File: src/rtl/d_cache_mem_bridge.sv
// d_cache_mem_bridge
// Memory-side responder for the L1 data cache. Turns one cache request at a
// time into an AXI4 master transaction: a line read becomes one INCR burst of
// LINE_WORDS beats, a write becomes one single-beat strobed write.
//
// Ports:
//   clk, rstn            clock, asynchronous active-low reset
//   D_req/D_addr/D_write/D_in/D_type   cache request (sampled in IDLE only)
//   D_out                filled line, word i at [32i+:32]
//   D_wait               request in progress (combinational, stalls same cycle)
//   D_err                one-cycle pulse at completion on SLVERR/DECERR
//   AR*/R*               read address / read data channels
//   AW*/W*/B*            write address / write data / write response channels
module d_cache_mem_bridge #(
  parameter int unsigned LINE_WORDS = 4
) (
  input  logic                      clk,
  input  logic                      rstn,
  input  logic                      D_req,
  input  logic [31:0]               D_addr,
  input  logic                      D_write,
  input  logic [31:0]               D_in,
  input  logic [2:0]                D_type,
  output logic [32*LINE_WORDS-1:0]  D_out,
  output logic                      D_wait,
  output logic                      D_err,
  output logic [31:0]               ARADDR,
  output logic [3:0]                ARLEN,
  output logic                      ARVALID,
  input  logic                      ARREADY,
  input  logic [31:0]               RDATA,
  input  logic [1:0]                RRESP,
  input  logic                      RLAST,
  input  logic                      RVALID,
  output logic                      RREADY,
  output logic [31:0]               AWADDR,
  output logic                      AWVALID,
  input  logic                      AWREADY,
  output logic [31:0]               WDATA,
  output logic [3:0]                WSTRB,
  output logic                      WLAST,
  output logic                      WVALID,
  input  logic                      WREADY,
  input  logic [1:0]                BRESP,
  input  logic                      BVALID,
  output logic                      BREADY
);

  localparam int unsigned CW = (LINE_WORDS > 1) ? $clog2(LINE_WORDS) : 1;

  typedef enum logic [4:0] {
    S_IDLE  = 5'b00001,
    S_RADDR = 5'b00010,
    S_RDATA = 5'b00100,
    S_WREQ  = 5'b01000,
    S_WRESP = 5'b10000
  } state_e;

  state_e                    state_q;
  logic [31:0]               addr_q;
  logic [31:0]               din_q;
  logic [1:0]                type_q;
  logic [CW-1:0]             cnt_q;
  logic [CW-1:0]             cnt_d;
  logic [32*LINE_WORDS-1:0]  dout_q;
  logic                      err_q;
  logic                      err_acc_q;
  logic                      arvalid_q;
  logic                      rready_q;
  logic                      awvalid_q;
  logic                      wvalid_q;
  logic                      bready_q;
  logic                      aw_done_q;
  logic                      w_done_q;
  logic                      aw_done_d;
  logic                      w_done_d;
  logic [3:0]                wstrb;
  logic [31:0]               wdata;
  logic                      unused_ok;

  // Only the error bit of the responses and the size bits of D_type matter.
  assign unused_ok = ^{D_type[2], RRESP[0], BRESP[0]};

  always_comb begin
    aw_done_d = aw_done_q | (awvalid_q & AWREADY);
    w_done_d  = w_done_q  | (wvalid_q  & WREADY);
    cnt_d     = (cnt_q == CW'(LINE_WORDS - 1)) ? '0 : cnt_q + 1'b1;
  end

  always_comb begin
    wstrb = 4'b1111;
    wdata = din_q;
    unique case (type_q)
      2'b00: begin
        wstrb = 4'b0001 << addr_q[1:0];
        wdata = {4{din_q[7:0]}};
      end
      2'b01: begin
        wstrb = addr_q[1] ? 4'b1100 : 4'b0011;
        wdata = {2{din_q[15:0]}};
      end
      default: begin
        wstrb = 4'b1111;
        wdata = din_q;
      end
    endcase
  end

  always_ff @(posedge clk or negedge rstn) begin
    if (!rstn) begin
      state_q   <= S_IDLE;
      addr_q    <= '0;
      din_q     <= '0;
      type_q    <= '0;
      cnt_q     <= '0;
      dout_q    <= '0;
      err_q     <= 1'b0;
      err_acc_q <= 1'b0;
      arvalid_q <= 1'b0;
      rready_q  <= 1'b0;
      awvalid_q <= 1'b0;
      wvalid_q  <= 1'b0;
      bready_q  <= 1'b0;
      aw_done_q <= 1'b0;
      w_done_q  <= 1'b0;
    end else begin
      err_q <= 1'b0;
      unique case (state_q)
        S_IDLE: begin
          if (D_req) begin
            addr_q    <= D_addr;
            din_q     <= D_in;
            type_q    <= D_type[1:0];
            err_acc_q <= 1'b0;
            if (D_write) begin
              state_q   <= S_WREQ;
              awvalid_q <= 1'b1;
              wvalid_q  <= 1'b1;
              aw_done_q <= 1'b0;
              w_done_q  <= 1'b0;
            end else begin
              state_q   <= S_RADDR;
              arvalid_q <= 1'b1;
            end
          end
        end
        S_RADDR: begin
          if (ARREADY) begin
            arvalid_q <= 1'b0;
            rready_q  <= 1'b1;
            cnt_q     <= '0;
            state_q   <= S_RDATA;
          end
        end
        S_RDATA: begin
          if (RVALID) begin
            for (int unsigned i = 0; i < LINE_WORDS; i++) begin
              if (cnt_q == CW'(i)) dout_q[32*i +: 32] <= RDATA;
            end
            cnt_q <= cnt_d;
            // Completion is decided by RLAST alone, never by the beat count.
            if (RLAST) begin
              state_q   <= S_IDLE;
              rready_q  <= 1'b0;
              err_q     <= err_acc_q | RRESP[1];
              err_acc_q <= 1'b0;
            end else begin
              err_acc_q <= err_acc_q | RRESP[1];
            end
          end
        end
        S_WREQ: begin
          aw_done_q <= aw_done_d;
          w_done_q  <= w_done_d;
          if (AWREADY) awvalid_q <= 1'b0;
          if (WREADY)  wvalid_q  <= 1'b0;
          if (aw_done_d && w_done_d) begin
            state_q  <= S_WRESP;
            bready_q <= 1'b1;
          end
        end
        S_WRESP: begin
          if (BVALID) begin
            state_q  <= S_IDLE;
            bready_q <= 1'b0;
            err_q    <= BRESP[1];
          end
        end
        default: state_q <= S_IDLE;
      endcase
    end
  end

  assign D_wait  = (state_q != S_IDLE) | D_req;
  assign D_out   = dout_q;
  assign D_err   = err_q;
  assign ARADDR  = {addr_q[31:4], 4'b0000};
  assign ARLEN   = 4'(LINE_WORDS - 1);
  assign ARVALID = arvalid_q;
  assign RREADY  = rready_q;
  assign AWADDR  = {addr_q[31:2], 2'b00};
  assign AWVALID = awvalid_q;
  assign WDATA   = wdata;
  assign WSTRB   = wstrb;
  assign WLAST   = 1'b1;
  assign WVALID  = wvalid_q;
  assign BREADY  = bready_q;

endmodule
File: config.mk
export PLATFORM = sky130hd
export DESIGN_NAME = d_cache_mem_bridge
export DESIGN_NICKNAME = d
export VERILOG_FILES = /design/src/rtl/d_cache_mem_bridge.sv
export SDC_FILE = /design/constraint.sdc
export NUM_CORES = 1
export LEC_CHECK = 0
export ABC_AREA = 1
export CAP_MARGIN = 15
export CELL_PAD_IN_SITES_DETAIL_PLACEMENT = 2
export CELL_PAD_IN_SITES_GLOBAL_PLACEMENT = 2
export CORE_MARGIN = 5
export CORE_UTILIZATION = 27
export DETAILED_ROUTE_END_ITERATION = 16
export PLACE_DENSITY_LB_ADDON = 0.1
export SLEW_MARGIN = 20
export SYNTH_ARGS = -nofsm -noshare
export SYNTH_HDL_FRONTEND = slang
export SYNTH_SLANG_ARGS = --single-unit
File: constraint.sdc
create_clock -name clk -period 3.15 [get_ports clk]
set_input_delay 0.945 -clock clk [delete_from_list [all_inputs] [get_ports clk]]
set_output_delay 0.945 -clock clk [all_outputs]
set_load 0.1 [all_outputs]
==> results of run 1 <==
==> metrics by stage <==
step | instances | utilization [%] | setup TNS [ps] | instance area, µm²
6_report | 1708 | 39.4 | 0 | 12900
5_1_grt | 1708 | 39.4 | 0 | 12900
4_1_cts | 1707 | 39.4 | 0 | 12900
3_5_place_dp | 1660 | 36.8 | 0 | 12000
3_3_place_gp | 1660 | 36.8 | 0 | 12000
2_1_floorplan | 991 | - | -4070 | 9100
==> state kept, by name, summed over array words and instances (netlist names), 2 cells and up <==
signal and count:
din_q 32, D_out 128, state_q 5, cnt_q 2, type_q 2, addr_q 32
==> worst paths after layout <==
kind,startpoint,to
min reg2reg,err_acc_q,err_acc_q
min in group clk,err_acc_q,err_acc_q
min,rstn,addr_q[3]
max,D_req,D_wait
max in group asynchronous,rstn,addr_q[20]
max reg2reg,state_q[0],din_q[9]
==> synth_stat cells (4+ instances only) <==
cell | count | area [µm²]
nand2_1 | 295 | 1110
dfrtp_1 | 209 | 5230
o21ai_0 | 186 | 931
inv_1 | 80 | 300
buf_4 | 77 | 578
o21ai_1 | 34 | 170
buf_2 | 26 | 130
clkbuf_1 | 13 | 48.8
nor2_1 | 11 | 41.3
nand3_1 | 10 | 50.1
o221ai_1 | 8 | 70.1
buf_6 | 6 | 67.6
ha_1 | 4 | 50.1
nand2_4 | 4 | 45.0
nand4_1 | 4 | 25.0
==> final cells by class <==
cell class | count | area [µm²] | share of cell area (%)
multi-input combinational | 577 | 2710 | 21.0
sequential | 210 | 5260 | 40.8
clock inverter | 12 | 116 | 0.902
clock buffer | 35 | 736 | 5.70
timing repair buffer | 350 | 3220 | 25.0
antenna | 1 | 2.50 | 0.0194
tap | 442 | 553 | 4.29
inverter | 81 | 304 | 2.36
==> logic make-up after synthesis <==
logic type	Yosys count	share of synthesized area [%]
adder cells (fa/ha/maj)	4	0.557
AO/OA/AOI/OAI	229	13.1
other	2	0.0835
buffers and inverters	204	12.6
flip-flops	210	58.5
AND/OR/NAND/NOR	333	15.2
==> routing by layer <==
metal / vias to the layer above / global-route usage (%) / share of wire (%)
li1: 3571 / - / -
met1: 3704 / 20.7 / 41
met2: 198 / 29.3 / 50
met3: 41 / 4.47 / 6.8
met4: 2 / 3.29 / 1.7
met5: - / 0 / 0.041
==> results.toml, run 1 <==
[routing]
dr.first_iter.drc_count = 299
drc_errors = 0
routedWlPerCell_um = 18.5
via_per_inst = 4.40
num_vias = 7516
ant_nets = 0
drtPass1Iterations = 4
wirelength_mm = 31.6

[outcome]
outcome = "completed"

[timing]
period_needed_ps = 2920
slew_headroom_pct = 52.9
hold_viol_final = 0
grt_setup_unrepaired = "no"
fmax_mhz = 343
setup_viol = 0
holdWs_ps = 371
drv_slew = 0
post-route-period-util_pct = 92.5
worst_slack_ps = 235
worstMarginPinSlew_ps = 707
clock_skew_ps = 6.88

[synth]
synth_edf_count = 0
syn_avg_cell_area_um2 = 9.16
synthArstFlopShare_pct = 100
netlist_instances = 982
synth-seq-cells = 210
seq_area_frac_synth_pct = 58.5
synthDistinctLibCells = 28
yosysWarnings = 0
syn_area_mm2 = 0.00899
synth_ff_type = "dfrtp_1"

[floorplanning]
io_pins = 353
die_area_mm2 = 0.0371
fp.dieW_um = 192
rows = 66
fp.dieH_um = 192
core_mm2 = 0.0327
start_util_pct = 27.5

[global_routing]
grt_pass1_wl_mm = 49.2
overflow = 0
grtUsageTotal_pct = 16.7
grt_pass1_vias = 8320
antenna_found_initial = 2
grt_max_degree = 80

[worst_setup_path]
end_kind = "primary output"
path_buf_inv = 3
cp_top_family = "buffers and inverters"
cp_slowest_cell = "clkdlybuf4s50_1"
critPathKind = "input pin to primary output"
path_depth = 4
critPathMaxFanout = 3
r2r_setup_slack_ps = 990
arrival_ps = 1970
crit_chain = "clkdlybuf4s50_1 -> inv_1 -> nand4_1 -> buf_12"
worst-endpoint-required_ps = 2200
reg2reg_depth = 7
start_kind = "input pin"
slowest_delay_ps = 430

[clock_network]
ctsHoldBuffers = 0
cts.clk_slew.worst_paths_ps = 60
clk_latency_ps = 520
cts_resized = 0
clkSinkCount = 210
postCtsSetupRepairBufs = 0
cts_buffers = 26
cts_tree = "done"
h-tree-depth = 1
ctsLongestPathBuffers = 3
clockRootBuffer = "clkbuf_16"

[run]
max-cap-violations = 0

[placed_design]
gp_congestion = 0.740
place_ws_ps = 267
io_buffers = 338
dp.final_hpwl_mm = 22.9

[layout]
area_growth_pct = 43.4
drive_gt1_share_pct = 24.7
layout_commonest_cell = "nand2_1"
nets = 1363
fillers = 3650
mostFrequentLayoutCells = "nand2_1, buf_4, dfrtp_1, o21ai_0, clkdlybuf4s50_1"

[worst_hold_path]
min_path_type = "input pin to async pin"
Power of run 1 is not shown: default switching activity piles up to over one toggle a cycle in this logic, so the estimate is an artifact.
==> run 2: changes to the inputs <==
--- a/config.mk
+++ b/config.mk
@@ -11,6 +11,7 @@
 export CELL_PAD_IN_SITES_GLOBAL_PLACEMENT = 2
 export CORE_MARGIN = 5
 export CORE_UTILIZATION = 27
+export CTS_CLUSTER_SIZE = 14
 export DETAILED_ROUTE_END_ITERATION = 16
 export PLACE_DENSITY_LB_ADDON = 0.1
 export SLEW_MARGIN = 20
==> results of run 2 <==
No change in the layout: final DEF, timing and power equal those of run 1.
Power of run 2 is left out for the same reason.
==> run 3: changes to the inputs <==
--- a/config.mk
+++ b/config.mk
@@ -6,7 +6,7 @@
 export NUM_CORES = 1
 export LEC_CHECK = 0
 export ABC_AREA = 1
-export CAP_MARGIN = 15
+export CAP_MARGIN = 10
 export CELL_PAD_IN_SITES_DETAIL_PLACEMENT = 2
 export CELL_PAD_IN_SITES_GLOBAL_PLACEMENT = 2
 export CORE_MARGIN = 5
==> results of run 3 <==
No change in the layout: final DEF, timing and power equal those of run 1.
Power of run 3 is left out for the same reason.
